<file path="src/rtl/input_conditioner_pkg.sv">
// -----------------------------------------------------------------------------
// input_conditioner_pkg
// Shared types and constants for the input conditioner.
//   ic_state_t   : debounce FSM state encoding
//   GLITCH_W     : width of the rejected-transition counter
//   GLITCH_MAX   : saturation value of the rejected-transition counter
//   glitch_inc() : saturating increment for the rejected-transition counter
// -----------------------------------------------------------------------------
package input_conditioner_pkg;

  typedef enum logic [1:0] {
    STABLE_LOW  = 2'd0,
    WAIT_HIGH   = 2'd1,
    STABLE_HIGH = 2'd2,
    WAIT_LOW    = 2'd3
  } ic_state_t;

  localparam int                  GLITCH_W   = 8;
  localparam logic [GLITCH_W-1:0] GLITCH_MAX = {GLITCH_W{1'b1}};

  // Holds at GLITCH_MAX instead of wrapping back to zero.
  function automatic logic [GLITCH_W-1:0] glitch_inc(input logic [GLITCH_W-1:0] cnt);
    if (cnt == GLITCH_MAX) begin
      return cnt;
    end
    return cnt + 1'b1;
  endfunction

endpackage

</file>
<file path="src/rtl/input_conditioner_sync.sv">
// -----------------------------------------------------------------------------
// bit_sync
// Multi-flop synchronizer for a single asynchronous bit.
//   clk   : destination clock
//   rst_n : asynchronous active-low reset, clears every stage to 0
//   d_i   : asynchronous input bit
//   q_o   : synchronized output (last stage of the chain)
// Parameter STAGES sets the chain depth (2..4).
// -----------------------------------------------------------------------------
module bit_sync #(
  parameter int STAGES = 2
) (
  input  logic clk,
  input  logic rst_n,
  input  logic d_i,
  output logic q_o
);

  logic [STAGES-1:0] chain;

  // chain[0] is the metastability-exposed flop; only chain[STAGES-1] leaves.
  always_ff @(posedge clk or negedge rst_n) begin
    if (!rst_n) begin
      chain <= '0;
    end else begin
      chain <= {chain[STAGES-2:0], d_i};
    end
  end

  assign q_o = chain[STAGES-1];

endmodule

</file>
<file path="src/rtl/input_conditioner.sv">
// -----------------------------------------------------------------------------
// input_conditioner
// Synchronizes and debounces a raw, possibly bouncing input level.
//   clk          : single clock, all state updates on its rising edge
//   rst_n        : asynchronous active-low reset
//   d_i          : raw asynchronous input level
//   level_o      : debounced registered level
//   rise_o       : one-cycle pulse when level_o first shows an accepted 0->1
//   fall_o       : one-cycle pulse when level_o first shows an accepted 1->0
//   glitch_cnt_o : saturating count of rejected transitions
//   state_o      : current debounce FSM state (debug visibility)
// Parameters:
//   SYNC_STAGES     : synchronizer depth (2..4)
//   DEBOUNCE_CYCLES : consecutive stable synchronized samples needed (1..65535)
//
// Latency: with d_i held after a change, level_o moves exactly
// SYNC_STAGES + DEBOUNCE_CYCLES rising edges after the first edge that
// samples the new d_i.
//
// Handshake: none; the block is a free-running level filter with no
// valid/ready interface.
// -----------------------------------------------------------------------------
module input_conditioner
  import input_conditioner_pkg::*;
#(
  parameter int SYNC_STAGES     = 2,
  parameter int DEBOUNCE_CYCLES = 16
) (
  input  logic                clk,
  input  logic                rst_n,
  input  logic                d_i,
  output logic                level_o,
  output logic                rise_o,
  output logic                fall_o,
  output logic [GLITCH_W-1:0] glitch_cnt_o,
  output ic_state_t           state_o
);

  localparam int CNT_W = $clog2(DEBOUNCE_CYCLES + 1);

  // The counter holds the number of matching samples already seen. The
  // sample that would bring it to DEBOUNCE_CYCLES is accepted directly, so
  // the stored value never exceeds DEBOUNCE_CYCLES-1 and cannot overflow.
  localparam logic [CNT_W-1:0] CNT_ONE  = CNT_W'(1);
  localparam logic [CNT_W-1:0] CNT_LAST = CNT_W'(DEBOUNCE_CYCLES - 1);

  logic             sync;
  ic_state_t        state;
  logic [CNT_W-1:0] cnt;

  bit_sync #(
    .STAGES (SYNC_STAGES)
  ) u_sync (
    .clk   (clk),
    .rst_n (rst_n),
    .d_i   (d_i),
    .q_o   (sync)
  );

  // FSM, stability counter, glitch counter, level and edge pulses.
  // The first differing sample seen in a STABLE state counts as sample 1.
  // With DEBOUNCE_CYCLES=1 that single sample is the whole qualification
  // window: the cycle in which sync first shows the new value is the one
  // waiting cycle, and the level is accepted on the following edge.
  always_ff @(posedge clk or negedge rst_n) begin
    if (!rst_n) begin
      state        <= STABLE_LOW;
      cnt          <= '0;
      level_o      <= 1'b0;
      rise_o       <= 1'b0;
      fall_o       <= 1'b0;
      glitch_cnt_o <= '0;
    end else begin
      rise_o <= 1'b0;
      fall_o <= 1'b0;
      case (state)
        STABLE_LOW: begin
          if (sync) begin
            if (DEBOUNCE_CYCLES == 1) begin
              state   <= STABLE_HIGH;
              cnt     <= '0;
              level_o <= 1'b1;
              rise_o  <= 1'b1;
            end else begin
              state <= WAIT_HIGH;
              cnt   <= CNT_ONE;
            end
          end
        end

        WAIT_HIGH: begin
          if (sync) begin
            if (cnt == CNT_LAST) begin
              state   <= STABLE_HIGH;
              cnt     <= '0;
              level_o <= 1'b1;
              rise_o  <= 1'b1;
            end else begin
              cnt <= cnt + CNT_ONE;
            end
          end else begin
            state        <= STABLE_LOW;
            cnt          <= '0;
            glitch_cnt_o <= glitch_inc(glitch_cnt_o);
          end
        end

        STABLE_HIGH: begin
          if (!sync) begin
            if (DEBOUNCE_CYCLES == 1) begin
              state   <= STABLE_LOW;
              cnt     <= '0;
              level_o <= 1'b0;
              fall_o  <= 1'b1;
            end else begin
              state <= WAIT_LOW;
              cnt   <= CNT_ONE;
            end
          end
        end

        WAIT_LOW: begin
          if (!sync) begin
            if (cnt == CNT_LAST) begin
              state   <= STABLE_LOW;
              cnt     <= '0;
              level_o <= 1'b0;
              fall_o  <= 1'b1;
            end else begin
              cnt <= cnt + CNT_ONE;
            end
          end else begin
            state        <= STABLE_HIGH;
            cnt          <= '0;
            glitch_cnt_o <= glitch_inc(glitch_cnt_o);
          end
        end

        default: begin
          state <= STABLE_LOW;
          cnt   <= '0;
        end
      endcase
    end
  end

  assign state_o = state;

endmodule

</file>
<file path="config.mk">
export PLATFORM = sky130hd
export DESIGN_NAME = input_conditioner
export DESIGN_NICKNAME = d
export VERILOG_FILES = /design/src/rtl/input_conditioner_pkg.sv /design/src/rtl/input_conditioner_sync.sv /design/src/rtl/input_conditioner.sv
export SDC_FILE = /design/constraint.sdc
export NUM_CORES = 1
export LEC_CHECK = 0
export CAP_MARGIN = 40
export CORE_MARGIN = 2
export CORE_UTILIZATION = 48
export CTS_BUF_LIST = sky130_fd_sc_hd__clkbuf_4
export CTS_CLUSTER_DIAMETER = 100
export DETAILED_ROUTE_END_ITERATION = 8
export GPL_TIMING_DRIVEN = 0
export PLACE_DENSITY = 0.82
export RECOVER_POWER = 25
export SYNTH_ARGS = -nofsm -noshare
export SYNTH_HDL_FRONTEND = slang
export SYNTH_SLANG_ARGS = --single-unit
</file>
<file path="constraint.sdc">
create_clock -name clk -period 1.6 [get_ports clk]
set_clock_uncertainty 0.2 [all_clocks]
set_input_delay 0.24 -clock clk [delete_from_list [all_inputs] [get_ports clk]]
set_output_delay 0.24 -clock clk [all_outputs]
set_load 0.02 [all_outputs]
</file>
### After elaboration in Yosys (flattened, before gate mapping)

Index checks and enable logic that the tools add are counted.

* register bits after elaboration: 20
* bits of input ports: 3
* output and inout port bits: 13
* word-level logic and storage cells: 64

* add/sub/neg operators: 2
* equality and inequality tests: 15
* mux-type cells: 34
* reductions and logical operators: 6

Operators with widths (count)
* $mux W8: 5
* $mux W5: 5
* $pmux W5 S4: 1
* $pmux W8 S2: 1
* $mux W1: 14
* $mux W2: 6
* $ne A2 B2 Y1 const B: 5
* $add A8 B1 Y8 const B: 1
* $eq A8 B8 Y1 const B: 1
* $pmux W2 S4: 1
* $ne A2 B1 Y1 const B: 3
* $add A5 B1 Y5 const B: 1
* $eq A5 B4 Y1 const B: 1
* $reduce_and A5 Y1: 1
* $eq A2 B2 Y1 const B: 2
* $reduce_and A4 Y1: 1
* $ne A3 B2 Y1 const B: 1
* $ne A3 B3 Y1 const B: 1
* $reduce_and A3 Y1: 1
* $eq A2 B1 Y1 const B: 1
* $logic_not A2 Y1: 1
* $pmux W1 S2: 1
* $reduce_and A2 Y1: 1
* $reduce_bool A2 Y1: 1

### Logic depth before layout (Yosys ltp)

* word-level depth: 7
* mapped depth: 4
* depth with buffers taken out: 4

### Modules after synthesis

From an unflattened synthesis, not the netlist that was laid out.

* cell total of the unflattened synthesis: 84
* area total of the unflattened synthesis: 900.9 µm²

Modules (own cells, without submodules)
* input_conditioner: times used 1, cells an instance 82, area each 850.8 µm², sequential area each 450.4 µm²
* bit_sync: times used 1, cells an instance 2, area each 50.0 µm², sequential area each 50.0 µm²

### Worst setup path after synthesis

Ideal clock, no wire load.

* path kind: register -> register
* from: register glitch_cnt_o[0]
* to: register glitch_cnt_o[1]
* library setup time: 0.128 ns
* arrival time: 1.394 ns
* data required time: 1.272 ns
* slack: -0.122 ns
* stages on the path, launching flop included: 5
* path buffers: 0
* clock period less this slack: 1.722 ns
* path through: dfrtp_1 -> ha_1 -> nand4_1 -> o211ai_2 -> mux2_1

* cells in the longest elaborated chain, start to end: 7
* elaborated cells between the ends (all ways): 12
* those cells by class: add/sub (1); eq/ne (1); mux (10)

Ends and longest elaborated chain
* from (decl): RTL line input_conditioner.sv:35 `output logic [GLITCH_W-1:0] glitch_cnt_o,`
* from (signal assigned): RTL line input_conditioner.sv:104 `glitch_cnt_o <= glitch_inc(glitch_cnt_o);`
* from (signal assigned): RTL line input_conditioner.sv:135 `glitch_cnt_o <= glitch_inc(glitch_cnt_o);`
* $eq A8 B8 Y1: RTL line input_conditioner_pkg.sv:23 `if (cnt == GLITCH_MAX) begin`
* $mux W1: RTL line input_conditioner_pkg.sv:23
* $mux W1, on equally long branches: RTL line input_conditioner.sv:123, input_conditioner.sv:92
* $mux W1: RTL line input_conditioner.sv:76 `case (state)`
* $mux W8: RTL line input_conditioner_pkg.sv:26 `return cnt + 1'b1;`
* $mux W8, on equally long branches: RTL line input_conditioner.sv:123, input_conditioner.sv:92
* $pmux W8 S2 (*): RTL line input_conditioner.sv:76

Every way passes the cells marked *; elsewhere a longest branch is shown, timed or not. The select of a mux whose other input is x is not followed.
A chain may end at the register's enable or synchronous reset.

### Worst setup path in the final report

* from: register u_sync.chain[1]
* to: register glitch_cnt_o[6]

* cells in the longest elaborated chain, start to end: 2
* elaborated cells between the ends (all ways): 3
* those cells by class: eq/ne (2); reduce/logical (1)

Ends and longest elaborated chain
* from (decl): RTL line input_conditioner_sync.sv:19 `logic [STAGES-1:0] chain;`
* from (signal assigned): RTL line input_conditioner_sync.sv:26 `chain <= {chain[STAGES-2:0], d_i};`
* $ne A2 B2 Y1 (no line) / $ne A2 B1 Y1 (equally long branches)
* $reduce_and A3 Y1 (no line) (*)

Every way passes the cells marked *; elsewhere a longest branch is shown, timed or not.

==> impl_metrics.py <==
metrics = {
    "outcome": {
        "run_status": "complete, but fails checks",
        "failed_checks": "negative setup slack",
    },
    "drt": {
        "drc": 0,
        "wl_per_cell_um": 14.2,
        "via_count": 785,
        "drtPass1Iterations": 4,
        "wirelength_um": 1940,
        "avgViaCountPerCell": 5.73,
        "postRouteAntennaNets": 0,
        "drtIter0Drc": 17,
    },
    "synth": {
        "synth_warnings": 0,
        "netlist_top_cells_area": "dfrtp_1 (52%), mux2_1 (8.2%), nand2_1 (3.9%)",
        "synth_top_cell_by_area": "dfrtp_1",
        "synth_cell_types": 35,
        "synthCells": 83,
        "ys_ff_latch": 20,
        "avgSynthCellArea_um2": 11.6,
        "ys.flop_type": "dfrtp_1",
        "syn_area_um2": 960,
        "synth_common_cells": "dfrtp_1 (20), nand2_1 (10), mux2_1 (7), nand3_1 (7)",
        "synth-edff-count": 0,
        "yosysMostFrequentCell": "dfrtp_1",
        "syn-num-nets": 88,
        "yosysTopAreaCellShare": 0.522,
        "synth_seq_area_share": 0.522,
        "synthArstFlopShare": 1.00,
    },
    "placed_design": {
        "io_buffers": 15,
        "dpl-instance-area_mm2": 0.00121,
        "place_ws_ns": -0.0661,
        "hpwl_um": 1330,
        "dp_cells": 126,
        "globalplace.congestion": 0.832,
    },
    "global_route": {
        "grt_pass1_wl_um": 3370,
        "grt-ovfl-total": 0,
        "grt_use_total": 0.179,
        "grt_start_max_net_pins": 15,
        "grt_pass1_vias": 765,
        "antenna_found_initial": 0,
    },
    "floorplan": {
        "ios": 16,
        "initial_core_util": 0.499,
        "die_area_mm2": 0.00237,
        "die_h_um": 48.7,
        "core_mm2": 0.00192,
        "num_rows": 16,
        "dieWidth_um": 48.7,
    },
    "timing": {
        "tns_ns": -0.114,
        "post-route-period-util": 1.03,
        "slew_viol_final": 0,
        "fin_crit_ns": 1.65,
        "fin_ws_ns": -0.0454,
        "max_freq_mhz": 608,
        "setup_violations": 4,
        "max_slew.worst_pin.slew_ns": 0.616,
        "slew_headroom": 0.588,
        "hold_viol": 0,
        "rsz0062_at_grt": "yes",
        "hold_ws_ns": 0.0636,
    },
    "setup_path": {
        "worst_ep_required_time_ns": 1.59,
        "critPathMaxFanout": 7,
        "critPathCapture": "glitch_cnt_o[6]",
        "crit_type": "register to register",
        "critical_path.startpoint": "u_sync.chain[1]",
        "regToRegStartpoint": "u_sync.chain[1]",
        "end_kind": "register",
        "r2r-end": "glitch_cnt_o[6]",
        "cp-start-kind": "register",
        "r2r_cells": 4,
        "rrSetupSlack_ns": -0.05,
        "cp_data_arrival_time_ns": 1.63,
    },
    "clock_tree": {
        "cts_tree": "built",
        "worst_setup_hold_path_clk_slew_ns": 0.10,
        "cts.sinks": 20,
        "numCtsBuffers": 3,
        "clockBufferDepth": 2,
        "clock_latency_ns": 0.29,
        "htree_num_levels": 1,
        "cts-root-buf": "clkbuf_4",
    },
    "finish": {
        "layout.area.seq_um2": 508,
        "num-fill-cells": 155,
        "final_nets": 116,
        "final_area_mm2": 0.00133,
        "fin_cells": 137,
        "drive_above_1_share": 0.309,
        "areaGrowthSynthToFinish_pct": 38.3,
        "antenna_cells": 0,
        "multi_input_area_um2": 532,
    },
    "power_and_ir_drop": {
        "power_density_mw_per_mm2": 1080,
        "p_leak_nw": 0.610,
        "ir_drop_v": 0.000838,
    },
    "worst_hold_path": {
        "hold_class": "primary input to asynchronous set/reset pin",
    },
    "run": {
        "max-cap-violations": 0,
    },
}
[repair_timing]
item	CTS	global route
resized for setup	17	11
pin swaps	0	5
hold buffers	0	0
setup endpoints to repair	19	11
setup buffers	2	5
[worst max-delay path, cell delays in order, from the launching register on]
cell,delay [ns]
dfrtp_1,0.39
buf_6,0.14
xor2_4,0.22
nor4_2,0.25
mux2_1,0.34
[cells in the final DEF, fill, tap and decap left out, drive strengths merged]
cell type | netlist | routed
o21a | 1 | 1
dlymetal6s2s | 0 | 1
dlygate4sd3 | 0 | 2
nand3 | 7 | 7
xor2 | 3 | 3
nand2 | 10 | 10
inv | 2 | 2
nand4 | 2 | 2
and3 | 2 | 2
nor4b | 1 | 1
nor3 | 1 | 1
o211ai | 1 | 1
clkdlybuf4s15 | 0 | 1
o22a | 1 | 1
dfrtp | 20 | 20
and4b | 1 | 1
dlygate4sd2 | 0 | 12
mux2 | 8 | 8
nor3b | 2 | 2
a21oi | 2 | 2
o31ai | 1 | 1
o21ai | 4 | 4
clkbuf | 1 | 5
nand2b | 1 | 1
nor4 | 1 | 1
nor2 | 1 | 1
xnor2 | 2 | 2
nand4b | 1 | 1
a311oi | 1 | 1
a31oi | 1 | 1
and4 | 1 | 1
buf | 1 | 8
ha | 2 | 2
o22ai | 1 | 1
[layout make-up]
type | instances | share of cell area
Inverter | 2 | 0.00566
Sequential cell | 20 | 0.383
Tap cell | 27 | 0.0254
Multi-Input combinational cell | 59 | 0.401
Clock buffer | 4 | 0.0226
Timing Repair Buffer | 23 | 0.151
Buffer | 2 | 0.0123
[registers in the layout, indices dropped and copies added (netlist names), named ones only]
name	cells
level_o	1
glitch_cnt_o	8
fall_o	1
cnt	5
u_sync.chain	2
state_o	1
rise_o	1
[cells by family (layout without fill, tap and decap cells)]
group           Yosys count  count (layout)  synth area share
simple gates             31              31             0.189
xor+xnor                  5               5            0.0613
compound gates           13              13            0.0913
fa+ha+maj                 2               2            0.0261
buf+inv                   4              31            0.0169
flops                    20              20             0.522
mux                       8               8            0.0939
[power breakdown]
part,internal [mW],total (mW),switching [mW]
sequential,0.597,0.716,0.120
combinational,0.222,0.463,0.241
clock,0.114,0.254,0.140
[through the flow]
step,utilization,power [mW]
2_1_floorplan,-,0.972
3_3_place_gp,0.622,1.17
3_5_place_dp,0.630,1.20
4_1_cts,0.653,1.43
5_1_grt,0.691,1.53
6_report,0.691,1.43
[worst min path at each step]
stage | start | slack (ns) | endpoint | cells past startpoint
finish | rst_n | 0.06 | glitch_cnt_o[7] | 1
detailed placement | u_sync.chain[0] | 0.14 | u_sync.chain[1] | 0
floorplan | rst_n | -0.26 | asynchronous set/reset pin | 0
CTS | rst_n | 0.02 | glitch_cnt_o[7] | 1
global placement | u_sync.chain[0] | 0.13 | u_sync.chain[1] | 0
global route | rst_n | 0.08 | glitch_cnt_o[7] | 1
[per-layer routing]
layer	routed length (µm)	GRT usage	up-vias
met2	912	0.295	32
met1	884	0.234	384
li1	-	-	362
met5	0	0	-
met4	57	0.0857	0
met3	86	0.0247	7
No activity file was read; power rests on OpenSTA's default activity.
